File: config.mk
export PLATFORM = sky130hd
export DESIGN_NAME = spi_slave_param
export DESIGN_NICKNAME = d
export VERILOG_FILES = /design/src/rtl/spi_pkg.sv /design/src/rtl/spi_tx_serializer.sv /design/src/rtl/spi_slave_param.sv
export SDC_FILE = /design/constraint.sdc
export NUM_CORES = 1
export LEC_CHECK = 0
export BUFFER_PORTS_ARGS = -buffer_cell sky130_fd_sc_hd__clkbuf_2
export CAP_MARGIN = 0
export CELL_PAD_IN_SITES_DETAIL_PLACEMENT = 0
export CELL_PAD_IN_SITES_GLOBAL_PLACEMENT = 1
export CORE_UTILIZATION = 30
export DETAILED_ROUTE_END_ITERATION = 16
export MAX_ROUTING_LAYER = met4
export PLACE_DENSITY_LB_ADDON = 0.25
export SYNTH_ARGS = -nofsm -noshare
export SYNTH_HDL_FRONTEND = slang
export SYNTH_SLANG_ARGS = --single-unit
File: constraint.sdc
create_clock -name CLK -period 2.16 [get_ports CLK]
set_clock_uncertainty 0.1 [all_clocks]
set_input_delay 0.432 -clock CLK [delete_from_list [all_inputs] [get_ports CLK]]
set_output_delay 0.432 -clock CLK [all_outputs]
set_load 0.01 [all_outputs]
File: src/rtl/spi_pkg.sv
// Shared types and command encodings for the parametrised SPI slave.
package spi_pkg;

  typedef enum logic [2:0] {
    ST_IDLE      = 3'd0,
    ST_CHK_CMD   = 3'd1,
    ST_WRITE     = 3'd2,
    ST_READ_ADD  = 3'd3,
    ST_READ_DATA = 3'd4,
    ST_RD_WAIT   = 3'd5,
    ST_RD_SHIFT  = 3'd6,
    ST_DONE      = 3'd7
  } spi_state_e;

  localparam logic [1:0] CMD_WR_ADDR = 2'b00;
  localparam logic [1:0] CMD_WR_DATA = 2'b01;
  localparam logic [1:0] CMD_RD_ADDR = 2'b10;
  localparam logic [1:0] CMD_RD_DATA = 2'b11;

endpackage

File: src/rtl/spi_tx_serializer.sv
// Parallel-to-serial MISO shifter: load emits the first bit on the next cycle,
// each shift_en emits the next one; MISO returns to 0 when idle.
module spi_tx_serializer #(
  parameter int unsigned DATA_W    = 8,
  parameter bit          LSB_FIRST = 1'b0
) (
  input  logic              CLK,
  input  logic              rst_n,
  input  logic              load,
  input  logic [DATA_W-1:0] data,
  input  logic              shift_en,
  output logic              miso,
  output logic              done_c
);

  localparam int unsigned CNT_W = $clog2(DATA_W + 1);

  logic [DATA_W-1:0] sreg;
  logic [CNT_W-1:0]  cnt;

  // cnt holds the number of bits still to be presented after the current one
  assign done_c = (cnt == '0);

  always_ff @(posedge CLK or negedge rst_n) begin
    if (!rst_n) begin
      sreg <= '0;
      cnt  <= '0;
      miso <= 1'b0;
    end else if (load) begin
      cnt <= CNT_W'(DATA_W - 1);
      if (LSB_FIRST) begin
        miso <= data[0];
        sreg <= data >> 1;
      end else begin
        miso <= data[DATA_W-1];
        sreg <= data << 1;
      end
    end else if (shift_en && !done_c) begin
      cnt <= cnt - CNT_W'(1);
      if (LSB_FIRST) begin
        miso <= sreg[0];
        sreg <= sreg >> 1;
      end else begin
        miso <= sreg[DATA_W-1];
        sreg <= sreg << 1;
      end
    end else begin
      miso <= 1'b0;
    end
  end

endmodule

File: src/rtl/spi_slave_param.sv
// Parametrised SPI slave: deserialises {cmd, payload} frames into rx_data and
// returns tx_data on MISO for read-data frames, with abort/timeout reporting.
module spi_slave_param
  import spi_pkg::*;
#(
  parameter int unsigned DATA_W     = 8,
  parameter bit          LSB_FIRST  = 1'b0,
  parameter int unsigned TX_TIMEOUT = 16
) (
  input  logic              CLK,
  input  logic              rst_n,
  input  logic              SS_n,
  input  logic              MOSI,
  output logic              MISO,
  output logic [DATA_W+1:0] rx_data,
  output logic              rx_valid,
  input  logic [DATA_W-1:0] tx_data,
  input  logic              tx_valid,
  output logic              frame_err,
  output logic              busy
);

  localparam int unsigned FRAME_W = DATA_W + 2;
  localparam int unsigned BC_W    = $clog2(FRAME_W + 1);
  localparam int unsigned TO_W    = (TX_TIMEOUT > 0) ? $clog2(TX_TIMEOUT + 1) : 1;

  spi_state_e         state, state_d;
  logic [BC_W-1:0]    bit_cnt, bit_cnt_d;
  logic [TO_W-1:0]    to_cnt, to_cnt_d;
  logic [FRAME_W-2:0] sr, sr_d;
  logic [FRAME_W-1:0] sr_next, rx_word;
  logic [FRAME_W-1:0] rx_data_d;
  logic               rx_valid_d, frame_err_d;
  logic               rd_addr_seen, rd_addr_seen_d;
  logic               tx_load_c, tx_shift_c, tx_done_c;

  // Received bits in arrival order; payload reversed back to natural order when LSB-first
  always_comb begin
    sr_next = {sr, MOSI};
    rx_word = sr_next;
    if (LSB_FIRST) begin
      for (int i = 0; i < int'(DATA_W); i++) begin
        rx_word[i] = sr_next[int'(DATA_W) - 1 - i];
      end
    end
  end

  always_ff @(posedge CLK or negedge rst_n) begin
    if (!rst_n) begin
      state        <= ST_IDLE;
      bit_cnt      <= '0;
      to_cnt       <= '0;
      sr           <= '0;
      rx_data      <= '0;
      rx_valid     <= 1'b0;
      frame_err    <= 1'b0;
      rd_addr_seen <= 1'b0;
      busy         <= 1'b0;
    end else begin
      state        <= state_d;
      bit_cnt      <= bit_cnt_d;
      to_cnt       <= to_cnt_d;
      sr           <= sr_d;
      rx_data      <= rx_data_d;
      rx_valid     <= rx_valid_d;
      frame_err    <= frame_err_d;
      rd_addr_seen <= rd_addr_seen_d;
      busy         <= (state_d != ST_IDLE);
    end
  end

  always_comb begin
    state_d        = state;
    bit_cnt_d      = bit_cnt;
    to_cnt_d       = to_cnt;
    sr_d           = sr;
    rx_data_d      = rx_data;
    rx_valid_d     = 1'b0;
    frame_err_d    = 1'b0;
    rd_addr_seen_d = rd_addr_seen;
    tx_load_c      = 1'b0;
    tx_shift_c     = 1'b0;

    // Deselect wins over everything, including a final bit on the same edge
    if (SS_n) begin
      state_d     = ST_IDLE;
      bit_cnt_d   = '0;
      to_cnt_d    = '0;
      frame_err_d = (state != ST_IDLE) && (state != ST_DONE);
    end else begin
      case (state)
        ST_IDLE: state_d = ST_CHK_CMD;
        ST_CHK_CMD: begin
          sr_d      = sr_next[FRAME_W-2:0];
          bit_cnt_d = BC_W'(1);
          if (MOSI == CMD_RD_ADDR[1]) begin
            state_d = rd_addr_seen ? ST_READ_DATA : ST_READ_ADD;
          end else begin
            state_d = ST_WRITE;
          end
        end
        ST_WRITE, ST_READ_ADD, ST_READ_DATA: begin
          sr_d      = sr_next[FRAME_W-2:0];
          bit_cnt_d = bit_cnt + BC_W'(1);
          if (bit_cnt == BC_W'(FRAME_W - 1)) begin
            rx_data_d  = rx_word;
            rx_valid_d = 1'b1;
            bit_cnt_d  = '0;
            if (state == ST_READ_DATA) begin
              state_d        = ST_RD_WAIT;
              rd_addr_seen_d = 1'b0;
              to_cnt_d       = '0;
            end else begin
              state_d = ST_DONE;
              if (state == ST_READ_ADD) rd_addr_seen_d = 1'b1;
            end
          end
        end
        ST_RD_WAIT: begin
          if (tx_valid) begin
            tx_load_c = 1'b1;
            to_cnt_d  = '0;
            state_d   = ST_RD_SHIFT;
          end else if (TX_TIMEOUT != 0) begin
            if (to_cnt == TO_W'(TX_TIMEOUT - 1)) begin
              frame_err_d = 1'b1;
              to_cnt_d    = '0;
              state_d     = ST_DONE;
            end else begin
              to_cnt_d = to_cnt + TO_W'(1);
            end
          end
        end
        ST_RD_SHIFT: begin
          tx_shift_c = 1'b1;
          if (tx_done_c) state_d = ST_DONE;
        end
        ST_DONE: state_d = ST_DONE;
        default: state_d = ST_IDLE;
      endcase
    end
  end

  spi_tx_serializer #(
    .DATA_W   (DATA_W),
    .LSB_FIRST(LSB_FIRST)
  ) u_tx (
    .CLK     (CLK),
    .rst_n   (rst_n),
    .load    (tx_load_c),
    .data    (tx_data),
    .shift_en(tx_shift_c),
    .miso    (MISO),
    .done_c  (tx_done_c)
  );

endmodule

==> out/results.md, run 1 <==
• launching element type of the critical path: flip-flop
• post-synthesis cell area: 2220 sq um
• via-per-instance ratio: 4.68
• total inserted antenna cells: 0
• number of clock sinks seen by CTS: 47
• Layout Nets: 243
• Hold WC Path Type: in -> async
• headroom to the max-slew limit: 60.1%
• detailed-placement wirelength estimate: 2840 um
• count of endpoints failing hold in the final timing report: 0
• worst reg-to-reg setup slack: 210 ps
• Worst VDD drop: 0.517 mV
• IO Count: 27
• register bit total from synthesis: 47
• standby leakage power: 1.29 nW
• antenna violations before repair: 0
• final number of max-transition violations: 0
• GRT Resource Usage Total: 12.3%
• most frequently used flop master after synthesis: sky130_fd_sc_hd__dfrtp_1
• cell with the largest stage delay on the worst path: sky130_fd_sc_hd__dfrtp_1
• reg-to-reg startpoint: u_tx.cnt[0]$_DFFE_PN0P_
• Setup Crit Path Kind: reg -> reg
• slew at the pin with the worst max-slew slack: 599 ps
• Core Rows: 31
• cell depth of the worst flop-to-flop path: 7
• number of maximum-capacitance constraint violations: 0
• quantity of I/O buffers inserted on ports: 26
• synthesis-to-finish area growth: 20.4%
• outcome: finished clean
• source of the critical timing path: u_tx.cnt[0]$_DFFE_PN0P_
• final cell count without fillers: 326
• arrival time reported for the critical path endpoint: 2040 ps
• clock transition at the register clock pins on the worst setup and hold paths after CTS: 90 ps
• Routability Congestion: 0.734
• final core utilization: 37.1%
• maximum operating frequency: 512 MHz
• post-cts repair resize count: 0
• Worst Setup End Kind: flip-flop
• Iter 0 DRT Violations: 57
• Max Buffers Root-to-Sink: 2
• effective utilization at floorplan: 30.8%
• library cells used by synthesis: 45
• share of cells above drive strength 1: 33.9%
• number of warning messages in the yosys log: 0
• clock latency reported for the late side of the worst-skew pair: 300 ps
• RSZ-0062 raised after global routing: false
• power density of the placed cells: 977 nW/um^2
• total instance count after detailed placement: 316
• critical path required time: 2250 ps
• global-route wire length before repair: 7200 um
• placeable core region: 7210 sq um
• maximum single-stage delay on the critical path: 410 ps
• fillers: 750
• worst slack after detailed placement: -58.8 ps
• CTS H-Tree Depth: 2
• number of global-route vias before repair: 1525
• global route overflow: 0
• clock period minus worst slack: 1950 ps
• Final period util: 90.4%
• DRC violations left: 0
• Horiz. Die Dim: 88.0 um
• min setup slack post-route: 208 ps
• routed wire length per instance: 12.9 um
• remaining antenna violation count: 0
• average size of a mapped cell: 12.0 sq um
• Cells after Synth: 185
• Clock Tree Root: sky130_fd_sc_hd__clkbuf_8
• maximum number of pins on one net before global-route repair: 48
• final number of setup-violating endpoints: 0
• number of flops mapped to enable cells by yosys: 0
• die outline height: 88.0 um
• clock tree from TritonCTS: built
• Die Area: 7750 sq um
• register area share after synthesis: 53.0%
• detailed-routing iteration count for the pre-antenna-repair pass: 4
• Total Negative Setup Slacks: 0 ps
• endpoint of the worst-slack reg-to-reg timing path: u_tx.sreg[2]$_DFFE_PN0P_
• total clock buffers created by CTS: 5
• ordered cell list for the critical path: inv_1, ha_1, nor3b_1, nor4_4, buf_4, a22o_1, a21o_1
• number of nets produced by synthesis: 202
• total number of vias: 1527
• aggregate routed wire length: 4220 um
• asr flop ratio synth: 100%
• largest fanout on the critical path: 9
==> layer usage <==
metal,part of all wire [%],wire (um),track usage (%),vias to the layer above
met3,3.9,165,3.11,2
met2,43,1810,18.8,31
met4,0.24,10,2.64,0
li1,-,-,-,749
met1,53,2230,16.5,745
met5,0,0,-,-
==> logic make-up (layout without fill, tap and decap cells) <==
group	after synthesis	after routing	synth area share, %
AND/OR/NAND/NOR	51	51	13.7
flip-flops	47	47	53.0
AO/OA/AOI/OAI	44	44	14.2
multiplexers	21	21	12.1
buffers and inverters	16	58	3.94
adder cells (fa/ha/maj)	4	4	2.25
XOR/XNOR	2	2	0.789
==> power by group <==
part / internal, W / switching [W]
combinational: 0.000326 / 0.000285
clock: 0.000462 / 0.000301
sequential: 0.00108 / 0.000154
total: 0.00187 / 0.000740
==> state kept, by name, indices dropped and copies added, names as in the netlist <==
| signal | flops |
|---|---|
| bit_cnt | 4 |
| busy | 1 |
| frame_err | 1 |
| rd_addr_seen | 1 |
| rx_data | 10 |
| rx_valid | 1 |
| sr | 9 |
| state | 3 |
| to_cnt | 5 |
| u_tx.cnt | 4 |
| u_tx.miso | 1 |
| u_tx.sreg | 7 |
==> stage by stage <==
step | instance area (sq um) | total power, W | hold slack, ps
2_1_floorplan | 2220 | 0.00167 | 36.4
6_report | 2670 | 0.00261 | 113
3_5_place_dp | 2520 | 0.00188 | 366
4_1_cts | 2670 | 0.00265 | 146
5_1_grt | 2670 | 0.00279 | 173
3_3_place_gp | 2520 | 0.00187 | 360
==> worst max-delay path, delay by kind of cell (launching register included) <==
family	cells	cell delay [ps]
adder cells (fa/ha/maj)	1	180
AO/OA/AOI/OAI	2	390
AND/OR/NAND/NOR	2	520
flip-flops	1	410
buffers and inverters	2	260
==> repair_timing <==
action,in CTS,in global routing
setup endpoints to repair,7,0
hold buffers,0,0
setup buffers,2,0
endpoints found under the hold margin,0,0
==> synth_stat cells (2+ instances only) <==
cell                       instances  area [sq um]
sky130_fd_sc_hd__a22o_1            8          70.1
sky130_fd_sc_hd__ha_1              4          50.1
sky130_fd_sc_hd__nand2b_1          7          43.8
sky130_fd_sc_hd__o21ai_0           4          20.0
sky130_fd_sc_hd__a21oi_1           7          35.0
sky130_fd_sc_hd__buf_6             3          33.8
sky130_fd_sc_hd__nand2_1          11          41.3
sky130_fd_sc_hd__a31oi_1           5          31.3
sky130_fd_sc_hd__nor2_1            9          33.8
sky130_fd_sc_hd__clkbuf_1          2          7.51
sky130_fd_sc_hd__nand3_1           4          20.0
sky130_fd_sc_hd__or3_1             3          18.8
sky130_fd_sc_hd__a21o_1            6          45.0
sky130_fd_sc_hd__nand3b_1          2          15.0
sky130_fd_sc_hd__a311oi_1          2          17.5
sky130_fd_sc_hd__nor3_1            3          15.0
sky130_fd_sc_hd__mux2_2           11           124
sky130_fd_sc_hd__mux2_4            9           135
sky130_fd_sc_hd__inv_1             8          30.0
sky130_fd_sc_hd__nor3_2            2          20.0
sky130_fd_sc_hd__a211oi_1          3          22.5
sky130_fd_sc_hd__a32o_1            2          20.0
sky130_fd_sc_hd__nand4b_1          2          17.5
sky130_fd_sc_hd__dfrtp_1          47          1180
==> final cells by class <==
class | instances | area, sq um | area share (%)
flip-flops and latches | 47 | 1180 | 44.0
clock buffers | 5 | 68.8 | 2.57
inverters | 8 | 30.0 | 1.12
multi-input cells | 122 | 957 | 35.8
clock inverters | 3 | 67.6 | 2.53
repair buffers | 42 | 250 | 9.36
well taps | 99 | 124 | 4.63
==> how the worst max path moves through the flow <==
stage / end / slack, ps / cells past startpoint
2_1_floorplan: rx_data[0]$_DFFE_PN0P_ / 310 / 6
3_3_place_gp: u_tx.sreg[5]$_DFFE_PN0P_ / -30 / 6
3_5_place_dp: u_tx.sreg[5]$_DFFE_PN0P_ / -60 / 6
4_1_cts: u_tx.sreg[2]$_DFFE_PN0P_ / 190 / 7
5_1_grt: u_tx.sreg[2]$_DFFE_PN0P_ / 40 / 7
6_report: u_tx.sreg[2]$_DFFE_PN0P_ / 210 / 7
==> placed cells by master, fill, tap and decap left out, types with 2 or more instances in the layout <==
cell                        count
sky130_fd_sc_hd__a211oi_1       3
sky130_fd_sc_hd__a21o_1         6
sky130_fd_sc_hd__a21oi_1        7
sky130_fd_sc_hd__a22o_1         8
sky130_fd_sc_hd__a311oi_1       2
sky130_fd_sc_hd__a31oi_1        5
sky130_fd_sc_hd__a32o_1         2
sky130_fd_sc_hd__buf_4         16
sky130_fd_sc_hd__bufinv_16      2
sky130_fd_sc_hd__clkbuf_2      26
sky130_fd_sc_hd__clkbuf_8       5
sky130_fd_sc_hd__dfrtp_1       47
sky130_fd_sc_hd__ha_1           4
sky130_fd_sc_hd__inv_1          8
sky130_fd_sc_hd__mux2_2        11
sky130_fd_sc_hd__mux2_4         9
sky130_fd_sc_hd__nand2_1       11
sky130_fd_sc_hd__nand2b_1       7
sky130_fd_sc_hd__nand3_1        4
sky130_fd_sc_hd__nand3b_1       2
sky130_fd_sc_hd__nand4b_1       2
sky130_fd_sc_hd__nor2_1         9
sky130_fd_sc_hd__nor3_1         3
sky130_fd_sc_hd__nor3_2         2
sky130_fd_sc_hd__o21ai_0        4
sky130_fd_sc_hd__or3_1          3
Note: power is estimated with default switching activity, not from simulation.
==> inputs of run 2 (changes only) <==
CORE_UTILIZATION = 45   (was 30)
SYNTH_HIERARCHICAL = 1   (was unset)
==> run 2 against run 1 <==
Wire length decreased by 2.7%. Global-route usage increased by 5.6 points. First-iteration DRC count decreased by 12%. Sequential power about the same. Die area decreased by 32%. Count of clock-buffer cells in the layout unchanged. Non-clock buffer count decreased by 5. Register-to-register slack got worse by 80 ps. Combinational power decreased by 4.3%. Area after synthesis increased by 0.28%. Utilization increased by 18 points. Final cell count decreased by 6.4%. Critical path type unchanged.
==> out/results.md, run 2 <==
• quantity of I/O buffers inserted on ports: 26, unchanged
• hold buffer count at CTS: 0, unchanged
• Total Negative Setup Slacks: 0 ps, unchanged
• maximum number of pins on one net before global-route repair: 48, unchanged
• largest register by flop count: rx_data
• launching element type of the critical path: flip-flop
• clock transition at the register clock pins on the worst setup and hold paths after CTS: 90 ps, about the same
• top flop regs: rx_data (10), sr (9), u_tx/sreg (7)
• Worst Setup End Kind: flip-flop
• cell types occupying the most area after synthesis: sky130_fd_sc_hd__dfrtp_1 (53%), sky130_fd_sc_hd__mux2_4 (6.1%), sky130_fd_sc_hd__mux2_2 (5.6%)
• Post-synth top cells: sky130_fd_sc_hd__dfrtp_1 (47), sky130_fd_sc_hd__a21oi_1 (14), sky130_fd_sc_hd__o21ai_0 (13)
• outcome: finished clean
• number of warning messages in the yosys log: 6, +6
• total power: 0.00249 W, -4.5%
• Multi-input gate area: 966 sq um, +0.91%
• Cells after Synth: 202, +9.2%
• arrival time reported for the critical path endpoint: 2120 ps, +80 ps
• total instance count after detailed placement: 297, -6.0%
• critical path required time: 2250 ps, about the same
• Final period util: 94.2%, +3.8 points
• CTS H-Tree Depth: 2, unchanged
• aggregate routed wire length: 4110 um, -2.7%
• via-per-instance ratio: 5.28, +13%
• global route overflow: 0, unchanged
• GRT Resource Usage Total: 17.9%, +5.6 points
• cell depth of the worst flop-to-flop path: 5, -2
• largest fanout on the critical path: 11, +2
• final number of setup-violating endpoints: 0, unchanged
• worst reg-to-reg setup slack: 130 ps, -80 ps
• cell taking the most area after synthesis: sky130_fd_sc_hd__dfrtp_1
• clock latency reported for the late side of the worst-skew pair: 300 ps, about the same
• Horiz. Die Dim: 72.4 um, -18%
• fillers: 446, -41%
• RSZ-0062 raised after global routing: false
• slew at the pin with the worst max-slew slack: 585 ps, -13.9 ps
• maximum operating frequency: 492 MHz, -4.0%
• Routability Congestion: 0.801, +9.2%
• DRC violations left: 0, unchanged
• total number of vias: 1611, +5.5%
• register bit total from synthesis: 47, unchanged
• Core Rows: 25, -19%
• library cells used by synthesis: 40, -11%
• asr flop ratio synth: 100%, unchanged
• number of nets produced by synthesis: 219, +8.4%
• storage element area: 1180 sq um, unchanged
• global-route wire length before repair: 7090 um, -1.5%
• effective utilization at floorplan: 46.8%, +16 points
• Hold WC Path Type: in -> async
• standby leakage power: 1.25 nW, -3.3%
• placeable core region: 4750 sq um, -34%
• post-synthesis cell area: 2230 sq um, +0.28%
• share of cells above drive strength 1: 29.0%, -4.9 points
• routed wire length per instance: 13.5 um, +4.0%
• most common library cell in the layout ignoring fill and taps: sky130_fd_sc_hd__dfrtp_1
• remaining antenna violation count: 0, unchanged
• detailed-routing iteration count for the pre-antenna-repair pass: 5, +1
• Setup Fix Bufs, Post-CTS: 0, -2
• commonest cells after routing, fill and taps aside: sky130_fd_sc_hd__dfrtp_1 (47), sky130_fd_sc_hd__clkbuf_2 (26), sky130_fd_sc_hd__a21oi_1 (14)
• clock period minus worst slack: 2030 ps, +82.1 ps
• count of endpoints failing hold in the final timing report: 0, unchanged
• flip-flop count of the largest register after layout: 10, unchanged
• number of maximum-capacitance constraint violations: 0, unchanged
• Max Buffers Root-to-Sink: 2, unchanged
• average size of a mapped cell: 11.0 sq um, -8.2%
• most frequently used flop master after synthesis: sky130_fd_sc_hd__dfrtp_1
• met3 Resource Use GR: 2.92%, -0.19 points
• IO Count: 27, unchanged
• Worst VDD drop: 0.390 mV, -25%
• global-route met1 utilization: 23.8%, +7.3 points
• headroom to the max-slew limit: 61.0%, +0.93 points
• number of global-route vias before repair: 1524, -0.066%
• antenna violations before repair: 0, unchanged
• Iter 0 DRT Violations: 50, -12%
• die outline height: 72.4 um, -18%
• register area share after synthesis: 52.8%, -0.15 points
• number of clock sinks seen by CTS: 47, unchanged
• clock tree from TritonCTS: built
• Die Area: 5230 sq um, -32%
• synthesis-to-finish area growth: 16.6%
• Clock Tree Root: sky130_fd_sc_hd__clkbuf_8
• routing usage on met2: 27.2%, +8.4 points
• final number of max-transition violations: 0, unchanged
• cell with the most instances after synthesis: sky130_fd_sc_hd__dfrtp_1
• total inserted antenna cells: 0, unchanged
• Layout Nets: 254, +4.5%
• final cell count without fillers: 305, -6.4%
• endpoint of the worst-slack reg-to-reg timing path: rx_data[5]$_DFFE_PN0P_
• post-cts repair resize count: 0, unchanged
• power density of the placed cells: 960 nW/um^2, -1.7%
• busiest metal layer after global routing: met2
• number of flops mapped to enable cells by yosys: 0, unchanged
• Setup Crit Path Kind: reg -> reg
• reg-to-reg startpoint: bit_cnt[1]$_DFFE_PN0P_
• fraction of post-synthesis cell area in the top cell type by area: 52.8%, -0.15 points
• total clock buffers created by CTS: 5, unchanged
• detailed-placement wirelength estimate: 2790 um, -1.6%
[run 2: final cells by class]
type	count	share of cell area [%]
Clock inverter	3	1.83
Timing Repair Buffer	37	8.19
Multi-Input combinational cell	136	37.2
Tap cell	67	3.23
Sequential cell	47	45.3
Inverter	10	1.64
Clock buffer	5	2.65
[run 2: kinds of logic (layout without fill, tap and decap cells)]
| group | Yosys count | in the layout | share of synthesized area [%] |
|---|---|---|---|
| simple gates | 58 | 58 | 14.9 |
| compound gates | 54 | 54 | 14.6 |
| flops | 47 | 47 | 52.8 |
| mux | 20 | 20 | 11.6 |
| buf+inv | 19 | 55 | 3.82 |
| fa+ha+maj | 4 | 4 | 2.25 |
[run 2: worst max-delay path by stage]
stage / from / endpoint / slack, ps / cells past startpoint
6_report: bit_cnt[1]$_DFFE_PN0P_ / rx_data[5]$_DFFE_PN0P_ / 130 / 5
5_1_grt: bit_cnt[1]$_DFFE_PN0P_ / rx_data[2]$_DFFE_PN0P_ / 10 / 5
4_1_cts: bit_cnt[1]$_DFFE_PN0P_ / rx_data[5]$_DFFE_PN0P_ / 130 / 5
3_5_place_dp: bit_cnt[1]$_DFFE_PN0P_ / rx_data[8]$_DFFE_PN0P_ / 140 / 5
3_3_place_gp: bit_cnt[1]$_DFFE_PN0P_ / rx_data[8]$_DFFE_PN0P_ / 180 / 5
2_1_floorplan: state[1]$_DFF_PN0_ / u_tx/cnt[0]$_DFFE_PN0P_ / 190 / 5
[run 2: stage by stage]
stage / utilization [%] / worst slack [ps] / hold WS (ps) / instance area [sq um]
after CTS: 54.6 / 125 / 133 / 2600
after detailed placement: 52.2 / 141 / 396 / 2480
after global routing: 54.6 / 14.1 / 161 / 2600
after global placement: 52.2 / 178 / 384 / 2480
final: 54.6 / 126 / 100 / 2600
after floorplan: - / 192 / 36.4 / 2230
[run 2: layer usage]
metal	vias to the layer above	routed length [um]
met2	32	1840
met4	0	60
met1	773	2100
met3	5	107
li1	801	-
met5	-	0
[run 2: where the power goes]
part	total (W)	internal, W	switching [W]	leakage [nW]
sequential	0.00125	0.00109	0.000157	0.603
combinational	0.000585	0.000299	0.000286	0.589
clock	0.000659	0.000351	0.000308	0.0587
[run 2: worst max-delay path, stage by stage, from the launching register on]
cell	delay (ps)
sky130_fd_sc_hd__dfrtp_1	420
sky130_fd_sc_hd__inv_1	70
sky130_fd_sc_hd__ha_1	140
sky130_fd_sc_hd__nand3b_1	160
sky130_fd_sc_hd__or3_1	640
sky130_fd_sc_hd__mux2_4	390
